**src/rtl/riscv_m_pkg.sv**
```systemverilog
// Shared definitions for the RV M-extension execute unit: FSM states and
// instruction field encodings.
package riscv_m_pkg;

  typedef enum logic [1:0] {
    S_IDLE = 2'd0,
    S_MUL  = 2'd1,
    S_DIV  = 2'd2,
    S_DONE = 2'd3
  } m_state_e;

  localparam logic [2:0] FUNCT3_MUL    = 3'b000;
  localparam logic [2:0] FUNCT3_MULH   = 3'b001;
  localparam logic [2:0] FUNCT3_MULHSU = 3'b010;
  localparam logic [2:0] FUNCT3_MULHU  = 3'b011;
  localparam logic [2:0] FUNCT3_DIV    = 3'b100;
  localparam logic [2:0] FUNCT3_DIVU   = 3'b101;
  localparam logic [2:0] FUNCT3_REM    = 3'b110;
  localparam logic [2:0] FUNCT3_REMU   = 3'b111;

  localparam logic [6:0] OPCODE_OP     = 7'b0110011;
  localparam logic [6:0] FUNCT7_MULDIV = 7'b0000001;

endpackage

```
**src/rtl/riscv_m_unit_param_mult.sv**
```systemverilog
// Pipelined (XLEN+1)x(XLEN+1) signed multiplier. The product is formed at the
// input and carried through MUL_STAGES retiming registers with a valid chain.
module m_mult_pipe #(
  parameter int XLEN       = 32,
  parameter int MUL_STAGES = 2
) (
  input  logic                clk,
  input  logic                reset,
  input  logic                flush,
  input  logic                i_valid,
  input  logic [XLEN:0]       i_a,
  input  logic [XLEN:0]       i_b,
  output logic                o_valid,
  output logic [2*XLEN+1:0]   o_product
);

  localparam int PW = 2 * XLEN + 2;

  logic signed [PW-1:0] w_a_ext;
  logic signed [PW-1:0] w_b_ext;
  logic        [PW-1:0] w_prod;
  logic        [PW-1:0] w_stage_in [MUL_STAGES];
  logic        [MUL_STAGES-1:0] w_vld_in;
  logic        [PW-1:0] r_stage [MUL_STAGES];
  logic        [MUL_STAGES-1:0] r_vld;

  assign w_a_ext = PW'($signed(i_a));
  assign w_b_ext = PW'($signed(i_b));
  assign w_prod  = w_a_ext * w_b_ext;

  // Stage 0 takes the fresh product; later stages take their predecessor.
  genvar g;
  generate
    for (g = 0; g < MUL_STAGES; g++) begin : g_chain
      if (g == 0) begin : g_first
        assign w_stage_in[g] = w_prod;
        assign w_vld_in[g]   = i_valid;
      end else begin : g_next
        assign w_stage_in[g] = r_stage[g-1];
        assign w_vld_in[g]   = r_vld[g-1];
      end
    end
  endgenerate

  always_ff @(posedge clk or posedge reset) begin
    if (reset) begin
      r_vld <= '0;
      for (int i = 0; i < MUL_STAGES; i++) r_stage[i] <= '0;
    end else begin
      r_vld <= flush ? '0 : w_vld_in;
      for (int i = 0; i < MUL_STAGES; i++) r_stage[i] <= w_stage_in[i];
    end
  end

  assign o_valid   = r_vld[MUL_STAGES-1];
  assign o_product = r_stage[MUL_STAGES-1];

endmodule

```
**src/rtl/riscv_m_unit_param.sv**
```systemverilog
// RV M-extension execute unit: pipelined multiply, radix-2 restoring divide
// with single-cycle early-out for divide-by-zero and signed overflow.
module riscv_m_unit_param
  import riscv_m_pkg::*;
#(
  parameter int XLEN       = 32,
  parameter int MUL_STAGES = 2
) (
  input  logic            clk,
  input  logic            reset,
  input  logic            valid,
  input  logic [31:0]     instruction,
  input  logic [XLEN-1:0] rs1,
  input  logic [XLEN-1:0] rs2,
  input  logic            flush,
  output logic            busy,
  output logic            ready,
  output logic            wr,
  output logic [XLEN-1:0] result,
  output logic [4:0]      result_dest,
  output logic [1:0]      dbg_state
);

  localparam int CW = $clog2(XLEN);
  localparam logic [CW-1:0] LAST_ITER = CW'(XLEN - 1);

  // Handshake: an op is taken when valid && M-op && IDLE && !flush; the
  // result is presented for exactly one cycle with ready == wr == 1.
  m_state_e r_state, w_next;

  logic [2:0]      w_f3;
  logic            w_is_mop, w_accept, w_is_div, w_signed_div;
  logic            w_rs2_zero, w_ovf, w_special;
  logic [XLEN-1:0] w_special_res, w_abs_a, w_abs_b;
  logic [XLEN:0]   w_mul_a, w_mul_b;
  logic            w_mul_vld;
  logic [2*XLEN+1:0] w_prod;
  logic [XLEN-1:0] w_mul_res;

  logic [XLEN-1:0] r_quot, r_rem, r_divisor, r_result;
  logic [CW-1:0]   r_cnt;
  logic            r_neg_q, r_neg_r, r_is_rem, r_mul_lo;
  logic [4:0]      r_rd;

  logic [XLEN:0]   w_shift;
  logic [XLEN+1:0] w_sub;
  logic            w_ge;
  logic [XLEN-1:0] w_quot_next, w_rem_next, w_q_fix, w_r_fix, w_div_res;
  logic            w_out_en;
  logic            w_unused_bits;

  assign w_f3         = instruction[14:12];
  assign w_is_mop     = (instruction[6:0] == OPCODE_OP) && (instruction[31:25] == FUNCT7_MULDIV);
  assign w_accept     = valid && w_is_mop && (r_state == S_IDLE) && !flush;
  assign w_is_div     = w_f3[2];
  assign w_signed_div = !w_f3[0];

  assign w_rs2_zero = (rs2 == '0);
  assign w_ovf      = w_signed_div && (rs1 == {1'b1, {(XLEN-1){1'b0}}}) && (rs2 == '1);
  assign w_special  = w_is_div && (w_rs2_zero || w_ovf);

  always_comb begin
    w_special_res = '0;
    if (w_rs2_zero) w_special_res = w_f3[1] ? rs1 : '1;
    else            w_special_res = w_f3[1] ? '0  : rs1;
  end

  assign w_abs_a = (w_signed_div && rs1[XLEN-1]) ? -rs1 : rs1;
  assign w_abs_b = (w_signed_div && rs2[XLEN-1]) ? -rs2 : rs2;

  // rs1 is signed for all but MULHU; rs2 is signed only for MUL/MULH.
  assign w_mul_a = {(w_f3[1:0] != FUNCT3_MULHU[1:0]) && rs1[XLEN-1], rs1};
  assign w_mul_b = {!w_f3[1] && rs2[XLEN-1], rs2};

  m_mult_pipe #(
    .XLEN       (XLEN),
    .MUL_STAGES (MUL_STAGES)
  ) u_mult (
    .clk       (clk),
    .reset     (reset),
    .flush     (flush),
    .i_valid   (w_accept && !w_is_div),
    .i_a       (w_mul_a),
    .i_b       (w_mul_b),
    .o_valid   (w_mul_vld),
    .o_product (w_prod)
  );

  assign w_mul_res = r_mul_lo ? w_prod[XLEN-1:0] : w_prod[2*XLEN-1:XLEN];

  // One restoring step: shift in the next dividend bit, subtract if it fits.
  assign w_shift     = {r_rem, r_quot[XLEN-1]};
  assign w_sub       = {1'b0, w_shift} - {2'b00, r_divisor};
  assign w_ge        = !w_sub[XLEN+1];
  assign w_rem_next  = w_ge ? w_sub[XLEN-1:0] : w_shift[XLEN-1:0];
  assign w_quot_next = {r_quot[XLEN-2:0], w_ge};
  assign w_q_fix     = r_neg_q ? -w_quot_next : w_quot_next;
  assign w_r_fix     = r_neg_r ? -w_rem_next  : w_rem_next;
  assign w_div_res   = r_is_rem ? w_r_fix : w_q_fix;

  always_ff @(posedge clk or posedge reset) begin
    if (reset) r_state <= S_IDLE;
    else       r_state <= w_next;
  end

  always_comb begin
    w_next = r_state;
    case (r_state)
      S_IDLE: if (w_accept) w_next = !w_is_div ? S_MUL : (w_special ? S_DONE : S_DIV);
      S_MUL:  if (w_mul_vld) w_next = S_DONE;
      S_DIV:  if (r_cnt == LAST_ITER) w_next = S_DONE;
      S_DONE: w_next = S_IDLE;
      default: w_next = S_IDLE;
    endcase
    if (flush) w_next = S_IDLE;
  end

  always_ff @(posedge clk or posedge reset) begin
    if (reset) begin
      r_quot    <= '0;
      r_rem     <= '0;
      r_divisor <= '0;
      r_result  <= '0;
      r_cnt     <= '0;
      r_neg_q   <= 1'b0;
      r_neg_r   <= 1'b0;
      r_is_rem  <= 1'b0;
      r_mul_lo  <= 1'b0;
      r_rd      <= '0;
    end else if (w_accept) begin
      r_rd      <= instruction[11:7];
      r_is_rem  <= w_f3[1];
      r_mul_lo  <= (w_f3[1:0] == FUNCT3_MUL[1:0]);
      r_neg_q   <= w_signed_div && (rs1[XLEN-1] ^ rs2[XLEN-1]);
      r_neg_r   <= w_signed_div && rs1[XLEN-1];
      r_quot    <= w_abs_a;
      r_rem     <= '0;
      r_divisor <= w_abs_b;
      r_cnt     <= '0;
      if (w_special) r_result <= w_special_res;
    end else if (r_state == S_DIV) begin
      r_quot <= w_quot_next;
      r_rem  <= w_rem_next;
      r_cnt  <= r_cnt + CW'(1);
      if (r_cnt == LAST_ITER) r_result <= w_div_res;
    end else if (r_state == S_MUL && w_mul_vld) begin
      r_result <= w_mul_res;
    end
  end

  assign w_out_en    = (r_state == S_DONE) && !flush;
  assign busy        = (r_state != S_IDLE);
  assign ready       = w_out_en;
  assign wr          = w_out_en;
  assign result      = w_out_en ? r_result : '0;
  assign result_dest = w_out_en ? r_rd : '0;
  assign dbg_state   = r_state;

  assign w_unused_bits = ^{instruction[24:15], w_prod[2*XLEN+1:2*XLEN], w_sub[XLEN]};

endmodule

```
**config.mk**
```make
export PLATFORM = sky130hd
export DESIGN_NAME = riscv_m_unit_param
export DESIGN_NICKNAME = d
export VERILOG_FILES = /design/src/rtl/riscv_m_pkg.sv /design/src/rtl/riscv_m_unit_param_mult.sv /design/src/rtl/riscv_m_unit_param.sv
export SDC_FILE = /design/constraint.sdc
export NUM_CORES = 2
export LEC_CHECK = 0
export ABC_AREA = 1
export ABC_CLOCK_PERIOD_IN_PS = 11400
export CAP_MARGIN = 10
export CORE_ASPECT_RATIO = 1.5
export CORE_UTILIZATION = 28
export DETAILED_ROUTE_END_ITERATION = 8
export SLEW_MARGIN = 20
export SYNTH_ARGS = -nofsm -noshare
export SYNTH_HDL_FRONTEND = slang
export SYNTH_SLANG_ARGS = --single-unit
```
**constraint.sdc**
```tcl
create_clock -name clk -period 11.4 [get_ports clk]
set_clock_uncertainty 0.1 [all_clocks]
set_input_delay 1.71 -clock clk [delete_from_list [all_inputs] [get_ports clk]]
set_output_delay 1.71 -clock clk [all_outputs]
set_load 0.005 [all_outputs]
```
==> key figures <==
Synthesis
  • Register bit total from synthesis: 274
  • Avg Cell Area, Syn: approximately 7.9 µm²
  • Syn Inst Count: between 7000 and 8000
  • Post-synth ARST share: 1.000
  • XOR/XNOR Fraction of Synth Area: 0.02010
  • Main combinational cell family by area after synthesis: adder cells
  • Post-synthesis net count: roughly 8600
  • Cell Area, Synth: approximately 56000 µm²
  • Post-synth EDFFs: 0
  • Compound-Gate Fraction of Synth Area: 0.06278
  • Synth warnings: 0
  • Cell variety after synth: 60
  • Register area share after synthesis: 0.1229
  • Mux share of post-synthesis cell area: 0
  • Synth Flop Type: dfrtp_1
  • Simple-gate portion of the synthesized area: 0.1782
  • Post-synthesis adder-cell area fraction: 0.4618

Clock network
  • Worst-Skew Late Latency: 590 ps
  • Post-cts resize count: 0
  • Hold buffer count at CTS: 0
  • CTS Sinks: approximately 270
  • Setup bufs post-CTS: 0
  • Num CTS Buffers: 29
  • CTS tree: done
  • Max Buffers Root-to-Sink: 3
  • Worst-path clk slew: 70 ps
  • CTS root buffer: clkbuf_16
  • CTS H-tree lvls: 1

Floorplan
  • Die width: approximately 370 µm
  • Top-level I/O count: approximately 140
  • Std cell rows: 200
  • Die Area: between 200000 and 250000 µm²
  • Initial Util: 0.2818
  • Die Y: between 500 and 600 µm
  • Core area: just under 200000 µm²

Place
  • Gpl congestion: 0.9864
  • HPWL after DPL: about 160 mm
  • Placed cell area: 59410 µm²
  • Port Buffer Count: 131

Global routing
  • GRT Util Overall: 0.1967
  • GRT overflow: 0
  • Number of global-route vias before repair: approximately 50000
  • First-pass GRT wire length: 300.9 mm
  • Largest net degree at the start of global routing: 124
  • Initial antenna violation count: 18

Setup path
  • Cell mode on critical path: inv_1
  • Reg2reg start: r_divisor[8]$_DFFE_PP0P_
  • Worst Setup SP: instruction[12]
  • Worst reg2reg path endpoint: r_result[30]$_DFFE_PP0P_
  • Setup Crit Path Kind: in -> reg
  • Crit path max-delay cell type: fa_1
  • WP data arrival: 10490 ps
  • Worst EP required: roughly 12000 ps
  • CP endpoint kind: flop
  • Worst R2R Setup Slack: 5960 ps
  • Max Fanout on Critical Path: 11
  • Critical Path Start Type: primary input
  • CP Capture Point: u_mult.r_stage[127]$_DFF_PP0_
  • R2R depth: 30
  • Max stage delay on crit path: between 800 and 900 ps

Final layout
  • Design area: 60410 µm²
  • Most frequent cells in the layout: 1887 x inv_1, 1768 x nand2_1, 1125 x fa_1, 288 x nor2_1, 274 x dfrtp_1
  • Commonest non-fill, non-tap cell in the layout: inv_1
  • # fillers: about 21000
  • Final nets: between 8000 and 9000
  • Synth-to-Final Area Change: 8.306%
  • Share of cells above drive strength 1: 0.04573

Timing
  • Max Clk Rate: between 0.09 and 0.1 GHz
  • Worst Tran Pin Value: 1388 ps
  • Final period util: 0.8889
  • Endpoints failing setup: 0
  • RSZ-0062 raised after global routing: false
  • Final setup TNS: 0 ps
  • Final Hold Vio Count: 0
  • Max-slew headroom: 0.06914
  • Slew Viols, Final: 0
  • Final Critical Period: approximately 10000 ps

Routing
  • First DRT Iteration DRCs: around 3300
  • Post-route ant nets: 0
  • Routed via count: 45980
  • Routed vias/inst: 4.773
  • DRT Pass-1 Iters: 5
  • DRC Markers: 0
  • Drt total wl: 195.0 mm
  • Post-DR wirelength/cell: a little over 20 µm

Min path
  • Hold_sp: u_mult.r_stage[89]$_DFF_PP0_
  • Hold Crit Class: reg -> reg

Flow run
  • Max Cap Viol: 0

Run status
  • Outcome: finished, final reports clean
-- area by class of cell --
type / instances / area, µm² / area share
Multi-Input combinational cell: 4535 / 40330 / 0.6676
Inverter: 1906 / 7162 / 0.1185
Sequential cell: 274 / 6857 / 0.1135
Tap cell: 2626 / 3286 / 0.05439
Timing Repair Buffer: 229 / 1778 / 0.02943
Clock buffer: 37 / 805.8 / 0.01334
Clock inverter: 17 / 168.9 / 0.002796
Antenna cell: 10 / 25.02 / 0.0004142
-- cell families (layout without fill, tap and decap cells) --
| logic type | count (synthesis) | count (layout) |
|---|---|---|
| other | 0 | 10 |
| and+or+nand+nor | 2422 | 2422 |
| AOI/OAI and AO/OA | 602 | 602 |
| adders and majority gates | 1383 | 1383 |
| DFF | 274 | 274 |
| xor gates and xnor gates | 128 | 128 |
| buffers and inverters | 2263 | 2189 |
-- per-layer routing --
layer | wire length [µm] | vias up | share of wire | track usage
li1 | - | 20280 | - | -
met1 | 67790 | 23310 | 0.35 | 0.2144
met2 | 99750 | 1777 | 0.51 | 0.3564
met3 | 11430 | 605 | 0.059 | 0.02285
met4 | 16000 | 10 | 0.082 | 0.1342
met5 | 55 | - | 0.00028 | 0
-- worst max-delay path: cells and delay by family --
family,cells,cell delay (ps)
compound gates,4,790
fa+ha+maj,9,5160
xor+xnor,1,170
buf+inv,11,2120
simple gates,4,510
-- state kept, by name, indices dropped and copies added (netlist names) --
name,cells
u_mult.o_product,64
r_mul_lo,1
r_cnt,5
u_mult.r_stage,64
r_rem,32
u_mult.r_vld,2
r_rd,5
r_divisor,32
r_neg_q,1
r_is_rem,1
r_quot,32
r_result,32
r_neg_r,1
dbg_state,2
-- metrics by stage --
| step | setup slack [ps] | hold WS [ps] | std cells | utilization |
|---|---|---|---|---|
| floorplan | 1918 | 231.2 | 7072 | - |
| global placement | 539.5 | 231.9 | 9570 | 0.3001 |
| detailed placement | 688.9 | 234.7 | 9570 | 0.3001 |
| CTS | 1238 | 244.6 | 9624 | 0.3051 |
| global route | 827.8 | 252.6 | 9625 | 0.3051 |
| finish | 1266 | 244.9 | 9634 | 0.3052 |
-- worst min path at each step --
stage                                     endpoint  cells after the start
floorplan            u_mult.o_product[0]$_DFF_PP0_                      0
global route         u_mult.o_product[8]$_DFF_PP0_                      0
global placement     u_mult.o_product[1]$_DFF_PP0_                      0
CTS                 u_mult.o_product[10]$_DFF_PP0_                      0
detailed placement  u_mult.o_product[34]$_DFF_PP0_                      0
finish              u_mult.o_product[23]$_DFF_PP0_                      0
-- synthesized netlist by cell type (6+ instances only) --
cell type / n / area share
o21ai_1: 11 / 0.00099
nor3_2: 10 / 0.0018
nor2_2: 15 / 0.0017
fa_1: 1126 / 0.40
a21o_1: 7 / 0.00094
o21bai_1: 7 / 0.00094
xnor2_1: 48 / 0.0075
and2_1: 9 / 0.0010
ha_1: 257 / 0.058
nand3_1: 174 / 0.016
o31ai_1: 6 / 0.00081
a211oi_1: 28 / 0.0038
o221ai_1: 28 / 0.0044
nand3b_1: 7 / 0.00094
nor2_1: 288 / 0.019
nand2_1: 1771 / 0.12
xor2_1: 80 / 0.013
buf_1: 75 / 0.0050
buf_2: 15 / 0.0013
nand4_1: 59 / 0.0066
a21oi_1: 225 / 0.020
o22ai_1: 36 / 0.0040
a221o_1: 6 / 0.0011
buf_4: 7 / 0.00094
nor3_1: 27 / 0.0024
a31oi_1: 15 / 0.0017
inv_1: 1888 / 0.13
o21a_1: 9 / 0.0012
nor4_1: 6 / 0.00067
clkbuf_1: 254 / 0.017
dfrtp_1: 274 / 0.12
o211ai_1: 8 / 0.0011
a21oi_2: 8 / 0.0013
nand2_2: 30 / 0.0034
o21ai_0: 182 / 0.016
nor2_4: 12 / 0.0024
a22oi_1: 10 / 0.0013
inv_2: 16 / 0.0011
Power is left out: the tool's default activity adds up to more than one toggle a clock period on the data nets, which glitch-free logic cannot reach.
